File: config.mk
export PLATFORM = sky130hd
export DESIGN_NAME = multdiv_ctrl_flat
export DESIGN_NICKNAME = d
export VERILOG_FILES = /design/src/rtl/multdiv_pkg.sv /design/src/rtl/multdiv_ctrl_if.sv /design/src/rtl/md_timeout_counter.sv /design/src/rtl/multdiv_ctrl.sv /design/src/flat_wrapper.sv
export SDC_FILE = /design/constraint.sdc
export NUM_CORES = 1
export LEC_CHECK = 0
export BUFFER_PORTS_ARGS = -buffer_cell sky130_fd_sc_hd__buf_2
export CAP_MARGIN = 25
export CORE_MARGIN = 3
export CORE_UTILIZATION = 30
export CTS_BUF_LIST = sky130_fd_sc_hd__clkbuf_2 sky130_fd_sc_hd__clkbuf_4 sky130_fd_sc_hd__clkbuf_8
export DETAILED_ROUTE_END_ITERATION = 12
export GPL_ROUTABILITY_DRIVEN = 0
export GPL_TIMING_DRIVEN = 1
export PLACE_DENSITY_LB_ADDON = 0.15
export RECOVER_POWER = 50
export SETUP_SLACK_MARGIN = 0.02
export SYNTH_ARGS = -nofsm -noshare
export SYNTH_HDL_FRONTEND = slang
export SYNTH_SLANG_ARGS = --single-unit
File: constraint.sdc
create_clock -name clock -period 3.8 [get_ports clock]
set_clock_uncertainty 0.2 [all_clocks]
set_input_delay 0.57 -clock clock [delete_from_list [all_inputs] [get_ports clock]]
set_output_delay 0.57 -clock clock [all_outputs]
set_load 0.005 [all_outputs]
File: src/rtl/multdiv_pkg.sv
// Shared definitions for the multiply/divide sequencer: FSM encoding,
// operation codes and default sizing.
package multdiv_pkg;

  localparam int TIMEOUT_DEFAULT = 40;
  localparam int RD_W_DEFAULT    = 5;

  localparam logic OP_MULT = 1'b0;
  localparam logic OP_DIV  = 1'b1;

  typedef enum logic [1:0] {
    ST_IDLE  = 2'd0,
    ST_START = 2'd1,
    ST_WAIT  = 2'd2,
    ST_DONE  = 2'd3
  } md_state_e;

  // A ready seen in the first WAIT cycle may be left over from the previous divide
  function automatic logic rdy_honoured(input logic rdy, input logic first_wait);
    return rdy & ~first_wait;
  endfunction

endpackage

File: src/rtl/multdiv_ctrl_if.sv
// Request and writeback handshake bundle between the pipeline and the
// mult/div sequencer.
interface multdiv_ctrl_if
  import multdiv_pkg::*;
#(
  parameter int RD_W = RD_W_DEFAULT
);

  logic            req_valid;
  logic            req_op;
  logic [31:0]     req_a;
  logic [31:0]     req_b;
  logic [RD_W-1:0] req_rd;
  logic            req_ready;

  logic            wb_valid;
  logic            wb_ready;
  logic [31:0]     wb_data;
  logic [RD_W-1:0] wb_rd;
  logic            wb_exception;

  modport master (
    output req_valid, req_op, req_a, req_b, req_rd,
    input  req_ready,
    input  wb_valid, wb_data, wb_rd, wb_exception,
    output wb_ready
  );

  modport slave (
    input  req_valid, req_op, req_a, req_b, req_rd,
    output req_ready,
    output wb_valid, wb_data, wb_rd, wb_exception,
    input  wb_ready
  );

endinterface

File: src/rtl/md_timeout_counter.sv
// WAIT-state cycle counter; expired flags the last cycle allowed before
// the sequencer forces a timeout completion.
module md_timeout_counter
  import multdiv_pkg::*;
#(
  parameter int TIMEOUT = TIMEOUT_DEFAULT,
  parameter int CNT_W   = $clog2(TIMEOUT)
) (
  input  logic             clock,
  input  logic             reset,
  input  logic             clear,
  input  logic             enable,
  output logic [CNT_W-1:0] count,
  output logic             expired
);

  logic [CNT_W-1:0] count_r;
  logic             expired_s;

  assign expired_s = (count_r == CNT_W'(TIMEOUT - 1));

  // Count register: clear wins, then increment, saturating at the limit
  always_ff @(posedge clock or negedge reset) begin
    if (!reset) begin
      count_r <= '0;
    end else if (clear) begin
      count_r <= '0;
    end else if (enable && !expired_s) begin
      count_r <= count_r + CNT_W'(1);
    end else begin
      count_r <= count_r;
    end
  end

  assign count   = count_r;
  assign expired = expired_s;

endmodule

File: src/rtl/multdiv_ctrl.sv
// Sequencer between execute and the shared multiplier/divider: latches one
// request, pulses the unit, waits with timeout, hands the result to writeback.
module multdiv_ctrl
  import multdiv_pkg::*;
#(
  parameter int TIMEOUT = TIMEOUT_DEFAULT,
  parameter int RD_W    = RD_W_DEFAULT
) (
  input  logic            clock,
  input  logic            reset,
  multdiv_ctrl_if.slave   bus,
  input  logic            flush,
  output logic            stall,
  output logic            busy,
  output logic [RD_W-1:0] busy_rd,
  output logic [31:0]     md_a,
  output logic [31:0]     md_b,
  output logic            md_ctrl_mult,
  output logic            md_ctrl_div,
  input  logic [31:0]     md_result,
  input  logic            md_exception,
  input  logic            md_resultRDY
);

  localparam int CNT_W = $clog2(TIMEOUT);

  md_state_e       state_r, state_nxt_s;
  logic            op_r;
  logic [31:0]     a_r, b_r;
  logic [RD_W-1:0] rd_r;

  logic            ctrl_mult_r, ctrl_div_r;
  logic            busy_r;
  logic [RD_W-1:0] busy_rd_r;
  logic            wb_valid_r;
  logic [31:0]     wb_data_r;
  logic [RD_W-1:0] wb_rd_r;
  logic            wb_exception_r;

  logic             req_ready_s, accept_s, stall_s;
  logic             cap_result_s, cap_timeout_s;
  logic             cnt_clear_s, cnt_enable_s, cnt_expired_s, first_wait_s;
  logic [CNT_W-1:0] cnt_s;

  assign cnt_clear_s  = (state_r != ST_WAIT);
  assign cnt_enable_s = (state_r == ST_WAIT);
  assign first_wait_s = (cnt_s == '0);

  md_timeout_counter #(
    .TIMEOUT (TIMEOUT),
    .CNT_W   (CNT_W)
  ) u_timeout (
    .clock   (clock),
    .reset   (reset),
    .clear   (cnt_clear_s),
    .enable  (cnt_enable_s),
    .count   (cnt_s),
    .expired (cnt_expired_s)
  );

  // Combinational handshake and pipeline stall
  always_comb begin
    req_ready_s = 1'b0;
    stall_s     = 1'b0;
    if (flush) begin
      req_ready_s = 1'b0;
      stall_s     = 1'b0;
    end else begin
      req_ready_s = (state_r == ST_IDLE) || ((state_r == ST_DONE) && bus.wb_ready);
      stall_s     = (state_r == ST_START) || (state_r == ST_WAIT) ||
                    ((state_r == ST_DONE) && !bus.wb_ready);
    end
  end

  assign accept_s = bus.req_valid && req_ready_s;

  // Next-state logic and completion qualifiers
  always_comb begin
    state_nxt_s   = state_r;
    cap_result_s  = 1'b0;
    cap_timeout_s = 1'b0;
    case (state_r)
      ST_IDLE: begin
        if (accept_s) state_nxt_s = ST_START;
        else          state_nxt_s = ST_IDLE;
      end
      ST_START: begin
        if (flush) state_nxt_s = ST_IDLE;
        else       state_nxt_s = ST_WAIT;
      end
      ST_WAIT: begin
        if (flush) begin
          state_nxt_s = ST_IDLE;
        end else if (rdy_honoured(md_resultRDY, first_wait_s)) begin
          state_nxt_s  = ST_DONE;
          cap_result_s = 1'b1;
        end else if (cnt_expired_s) begin
          state_nxt_s   = ST_DONE;
          cap_timeout_s = 1'b1;
        end else begin
          state_nxt_s = ST_WAIT;
        end
      end
      ST_DONE: begin
        if (flush)                  state_nxt_s = ST_IDLE;
        else if (!bus.wb_ready)     state_nxt_s = ST_DONE;
        else if (accept_s)          state_nxt_s = ST_START;
        else                        state_nxt_s = ST_IDLE;
      end
      default: begin
        state_nxt_s = ST_IDLE;
      end
    endcase
  end

  // State register
  always_ff @(posedge clock or negedge reset) begin
    if (!reset) state_r <= ST_IDLE;
    else        state_r <= state_nxt_s;
  end

  // Request capture; operands stay put until the next accept
  always_ff @(posedge clock or negedge reset) begin
    if (!reset) begin
      op_r <= 1'b0;
      a_r  <= 32'd0;
      b_r  <= 32'd0;
      rd_r <= '0;
    end else if (accept_s) begin
      op_r <= bus.req_op;
      a_r  <= bus.req_a;
      b_r  <= bus.req_b;
      rd_r <= bus.req_rd;
    end else begin
      op_r <= op_r;
      a_r  <= a_r;
      b_r  <= b_r;
      rd_r <= rd_r;
    end
  end

  // Start pulses and hazard outputs, registered from the next-state view
  always_ff @(posedge clock or negedge reset) begin
    if (!reset) begin
      ctrl_mult_r <= 1'b0;
      ctrl_div_r  <= 1'b0;
      busy_r      <= 1'b0;
      busy_rd_r   <= '0;
      wb_valid_r  <= 1'b0;
    end else begin
      ctrl_mult_r <= accept_s && (bus.req_op == OP_MULT);
      ctrl_div_r  <= accept_s && (bus.req_op == OP_DIV);
      busy_r      <= (state_nxt_s != ST_IDLE);
      wb_valid_r  <= (state_nxt_s == ST_DONE);
      if (state_nxt_s == ST_IDLE) busy_rd_r <= '0;
      else if (accept_s)          busy_rd_r <= bus.req_rd;
      else                        busy_rd_r <= rd_r;
    end
  end

  // Writeback payload; a timeout reports zero data with the exception flag
  always_ff @(posedge clock or negedge reset) begin
    if (!reset) begin
      wb_data_r      <= 32'd0;
      wb_rd_r        <= '0;
      wb_exception_r <= 1'b0;
    end else if (cap_result_s) begin
      wb_data_r      <= md_result;
      wb_rd_r        <= rd_r;
      wb_exception_r <= md_exception;
    end else if (cap_timeout_s) begin
      wb_data_r      <= 32'd0;
      wb_rd_r        <= rd_r;
      wb_exception_r <= 1'b1;
    end else begin
      wb_data_r      <= wb_data_r;
      wb_rd_r        <= wb_rd_r;
      wb_exception_r <= wb_exception_r;
    end
  end

  assign bus.req_ready    = req_ready_s;
  assign bus.wb_valid     = wb_valid_r;
  assign bus.wb_data      = wb_data_r;
  assign bus.wb_rd        = wb_rd_r;
  assign bus.wb_exception = wb_exception_r;

  assign stall        = stall_s;
  assign busy         = busy_r;
  assign busy_rd      = busy_rd_r;
  assign md_a         = a_r;
  assign md_b         = b_r;
  assign md_ctrl_mult = ctrl_mult_r;
  assign md_ctrl_div  = ctrl_div_r;

endmodule
File: src/flat_wrapper.sv
// flat-port wrapper written by rule: the top's interface ports become plain ports
module multdiv_ctrl_flat import multdiv_pkg::*;
#(
  parameter int TIMEOUT = TIMEOUT_DEFAULT,
  parameter int RD_W    = RD_W_DEFAULT
)
  (clock, reset, flush, stall, busy, busy_rd, md_a, md_b, md_ctrl_mult, md_ctrl_div, md_result, md_exception, md_resultRDY, bus_req_valid, bus_req_op, bus_req_a, bus_req_b, bus_req_rd, bus_req_ready, bus_wb_valid, bus_wb_data, bus_wb_rd, bus_wb_exception, bus_wb_ready);
  multdiv_ctrl_if #(.RD_W(RD_W)) bus_i ();
  input  logic clock;
  input  logic reset;
  input  logic flush;
  output logic stall;
  output logic busy;
  output logic [RD_W-1:0] busy_rd;
  output logic [31:0] md_a;
  output logic [31:0] md_b;
  output logic md_ctrl_mult;
  output logic md_ctrl_div;
  input  logic [31:0] md_result;
  input  logic md_exception;
  input  logic md_resultRDY;
  input wire logic [$bits(bus_i.req_valid)-1:0] bus_req_valid;
  input wire logic [$bits(bus_i.req_op)-1:0] bus_req_op;
  input wire logic [$bits(bus_i.req_a)-1:0] bus_req_a;
  input wire logic [$bits(bus_i.req_b)-1:0] bus_req_b;
  input wire logic [$bits(bus_i.req_rd)-1:0] bus_req_rd;
  output wire logic [$bits(bus_i.req_ready)-1:0] bus_req_ready;
  output wire logic [$bits(bus_i.wb_valid)-1:0] bus_wb_valid;
  output wire logic [$bits(bus_i.wb_data)-1:0] bus_wb_data;
  output wire logic [$bits(bus_i.wb_rd)-1:0] bus_wb_rd;
  output wire logic [$bits(bus_i.wb_exception)-1:0] bus_wb_exception;
  input wire logic [$bits(bus_i.wb_ready)-1:0] bus_wb_ready;
  assign bus_i.req_valid = bus_req_valid;
  assign bus_i.req_op = bus_req_op;
  assign bus_i.req_a = bus_req_a;
  assign bus_i.req_b = bus_req_b;
  assign bus_i.req_rd = bus_req_rd;
  assign bus_req_ready = bus_i.req_ready;
  assign bus_wb_valid = bus_i.wb_valid;
  assign bus_wb_data = bus_i.wb_data;
  assign bus_wb_rd = bus_i.wb_rd;
  assign bus_wb_exception = bus_i.wb_exception;
  assign bus_i.wb_ready = bus_wb_ready;
  multdiv_ctrl #(.TIMEOUT(TIMEOUT), .RD_W(RD_W)) u_core (.clock(clock), .reset(reset), .bus(bus_i), .flush(flush), .stall(stall), .busy(busy), .busy_rd(busy_rd), .md_a(md_a), .md_b(md_b), .md_ctrl_mult(md_ctrl_mult), .md_ctrl_div(md_ctrl_div), .md_result(md_result), .md_exception(md_exception), .md_resultRDY(md_resultRDY));
endmodule
==> flow_summary.yaml <==
yosys:
  synth-main-ff-cell: "dfrtp_1"
  syn_area_um2: 4790
  yosys.area.top_type: "dfrtp_1"
  synth_top_cell_area_share_pct: 64.8
  yosys_warnings: 0
  syn_inst: 315
  synth-edff-count: 0
  synth_fp_nets: 431
  async_flop_share_pct: 100
  netlist-cell-type-count: 31
  yosys-top-cells-area: "dfrtp_1, mux2_2, a22o_1, mux2_1, ha_1"
  synth_common_cells: "dfrtp_1, mux2_2, a22o_1"
  yosysSeqAreaShare_pct: 64.8
  synth.most_common_cell: "dfrtp_1"
  postSynthAreaPerCell_um2: 15.2
  synth_seq_cells: 124
sta:
  fin_crit_sh_pct: 70.3
  setup_ws_ns: 1.13
  finalHoldViolCount: 0
  fin_crit_ns: 2.67
  tightest_slew_ns: 1.36
  drv_slew: 0
  grt_setup_unrepaired: "false"
  fmax_mhz: 374
  max-slew-margin-rel_pct: 9.24
  setup_tns_ns: 0
  setup_viol: 0
finish:
  diodes: 0
  seqCellArea_um2: 3100
  layout-drive-gt1-share_pct: 46.3
  multi_input_area_um2: 1580
  nets: 663
  post-route-util_pct: 41.9
  n_fill_cell: 1547
  syn_to_final_growth_pct: 35.1
power_and_ir_drop:
  peakVddDrop_uv: 169
  pwr_density_cell_nw_per_um2: 492
  leakage_uw: 0.00311
worst_setup_path:
  reg2reg_depth: 5
  startpoint_type: "flop"
  max_stage_delay_ns: 0.59
  end_kind: "flop"
  reg2reg_to: "u_core.bus.wb_data[16]"
  reg2reg_slack_ns: 1.13
  setup.worst_path.start: "u_core.u_timeout.count[3]"
  reg2reg_from: "u_core.u_timeout.count[3]"
  cp_slowest_cell: "nor4_1"
  crit_type: "reg2reg"
  required_ns: 3.96
  arrival_ns: 2.83
  path_max_fanout: 20
  path_cells: "nor4_1, a21oi_1, o21bai_4, buf_4, a22o_1"
drt:
  wl_per_cell_um: 16.0
  ant_nets: 0
  viasPerCell: 4.48
  finalWirelength_um: 12300
  vias: 3453
  drtPass1Iterations: 4
  drc_errors: 0
  drt_iter0_markers: 103
global_routing:
  grt_max_degree: 56
  grt_pass1_vias: 3719
  antenna_found_initial: 0
  grt_pass1_wl_um: 19500
  grt.total_usage_pct: 14.2
  gr-total-overflow: 0
min_path:
  min-delay-start: "bus_req_b[22]"
  holdCritPathClass: "in2reg"
  min_path_cells: 2
  whs_endpoint: "u_core.md_b[22]"
placement:
  hpwl_um: 8980
  preCtsSetupSlack_ns: 1.08
  io_buffers: 221
clocking:
  insertion_delay_ns: 0.44
  clk_pin_slew_ns: 0.08
  cts_num_sinks: 124
  cts_made_buffers: 17
  cts_buffer_depth: 2
  tritoncts: "built"
  h-tree-depth: 4
  postCtsResizedCells: 0
  clockRootBuffer: "clkbuf_8"
floorplanning:
  io_pins: 222
  dieArea_um2: 17500
  start_util_pct: 31.1
  core_area_um2: 15400
  die_w_um: 132
  die_h_um: 132
  fp-row-count: 45
status:
  outcome: "finished, final reports clean"
job:
  cap_violations: 0
## kinds of logic (layout without fill, tap and decap cells)
logic type	count (synthesis)	in the layout	share of synthesized area (%)
mux	75	75	18.0
compound gates	46	46	7.70
flops	124	124	64.8
buf+inv	21	266	2.53
xor+xnor	4	4	0.731
fa+ha+maj	7	7	1.83
simple gates	38	38	4.44
## cell type report
class / instances / area share [%]
clock inverter: 11 / 2.18
timing repair buffer: 227 / 16.7
clock buffer: 21 / 4.27
multi-input combinational: 170 / 24.4
tap: 211 / 4.08
sequential: 124 / 48.0
inverter: 7 / 0.406
## state kept, by name, summed over array words and instances, names as in the netlist
register and count:
u_core.bus.wb_valid 1, u_core.state_r 2, u_core.bus.wb_exception 1, u_core.busy_rd 5
u_core.md_b 32, u_core.rd_r 5, u_core.busy 1, u_core.bus.wb_rd 5
u_core.md_ctrl_div 1, u_core.bus.wb_data 32, u_core.u_timeout.count 6, u_core.md_ctrl_mult 1
u_core.md_a 32
## timing repair
item / 4_1_cts / 5_1_grt
buffers inserted: 0 / 0
endpoints found under the hold margin: 43 / 0
endpoints found under the setup margin: 0 / 0
hold buffers: 1 / 0
## worst max-delay path: cells and delay by family, from the launching register on
| family | cells | cell delay, ns |
|---|---|---|
| AO/OA/AOI/OAI | 3 | 1.00 |
| flip-flops | 1 | 0.43 |
| AND/OR/NAND/NOR | 1 | 0.59 |
| buffers and inverters | 1 | 0.37 |
## through the flow
stage | power [uW] | instances | instance area (um^2) | hold WS [ns]
3_5_place_dp | 2030 | 738 | 6140 | 0.274
5_1_grt | 3350 | 771 | 6470 | 0.124
2_1_floorplan | 1750 | 315 | 4790 | 0.0744
4_1_cts | 3250 | 771 | 6570 | 0.112
6_report | 3190 | 771 | 6470 | 0.149
3_3_place_gp | 2010 | 738 | 6140 | 0.263
## per-layer routing
metal | track usage, % | vias up | part of all wire (%)
li1 | - | 1587 | -
met2 | 23.7 | 152 | 48
met5 | 0 | - | 0
met4 | 5.95 | 0 | 1.7
met1 | 16.1 | 1694 | 42
met3 | 5.95 | 20 | 8.8
## cells in the final DEF (no fill, tap or decap), types with 3 or more instances in the layout
master / synthesis / final
clkbuf_8: 0 / 19
ha_1: 7 / 7
clkinv_2: 0 / 4
buf_2: 7 / 156
clkbuf_1: 0 / 64
bufinv_16: 0 / 3
buf_4: 5 / 3
mux2_4: 5 / 5
nand2_1: 5 / 5
a21oi_1: 6 / 6
nand2b_1: 3 / 3
mux2_1: 12 / 12
clkinvlp_4: 0 / 3
a22o_1: 32 / 32
xnor2_1: 3 / 3
mux2_2: 57 / 57
inv_1: 7 / 7
nor2_1: 10 / 11
nor2b_1: 9 / 9
dfrtp_1: 124 / 124
## worst max path at each step
stage	to	slack [ns]	depth (start not counted)
global route	u_core.md_a[7]	0.77	3
detailed placement	u_core.bus.wb_data[16]	1.08	5
floorplan	u_core.md_b[0]	1.78	5
CTS	u_core.bus.wb_data[16]	1.04	5
finish	u_core.bus.wb_data[16]	1.13	5
global placement	u_core.bus.wb_data[6]	1.15	6
## where the power goes
group / switching, uW / leakage [uW] / internal [uW]
Sequential: 72.0 / 0.00157 / 1470
Combinational: 188 / 0.00133 / 241
Clock: 517 / 0.000209 / 695
Total: 777 / 0.00311 / 2410
Note: power is estimated with default switching activity, not from simulation.
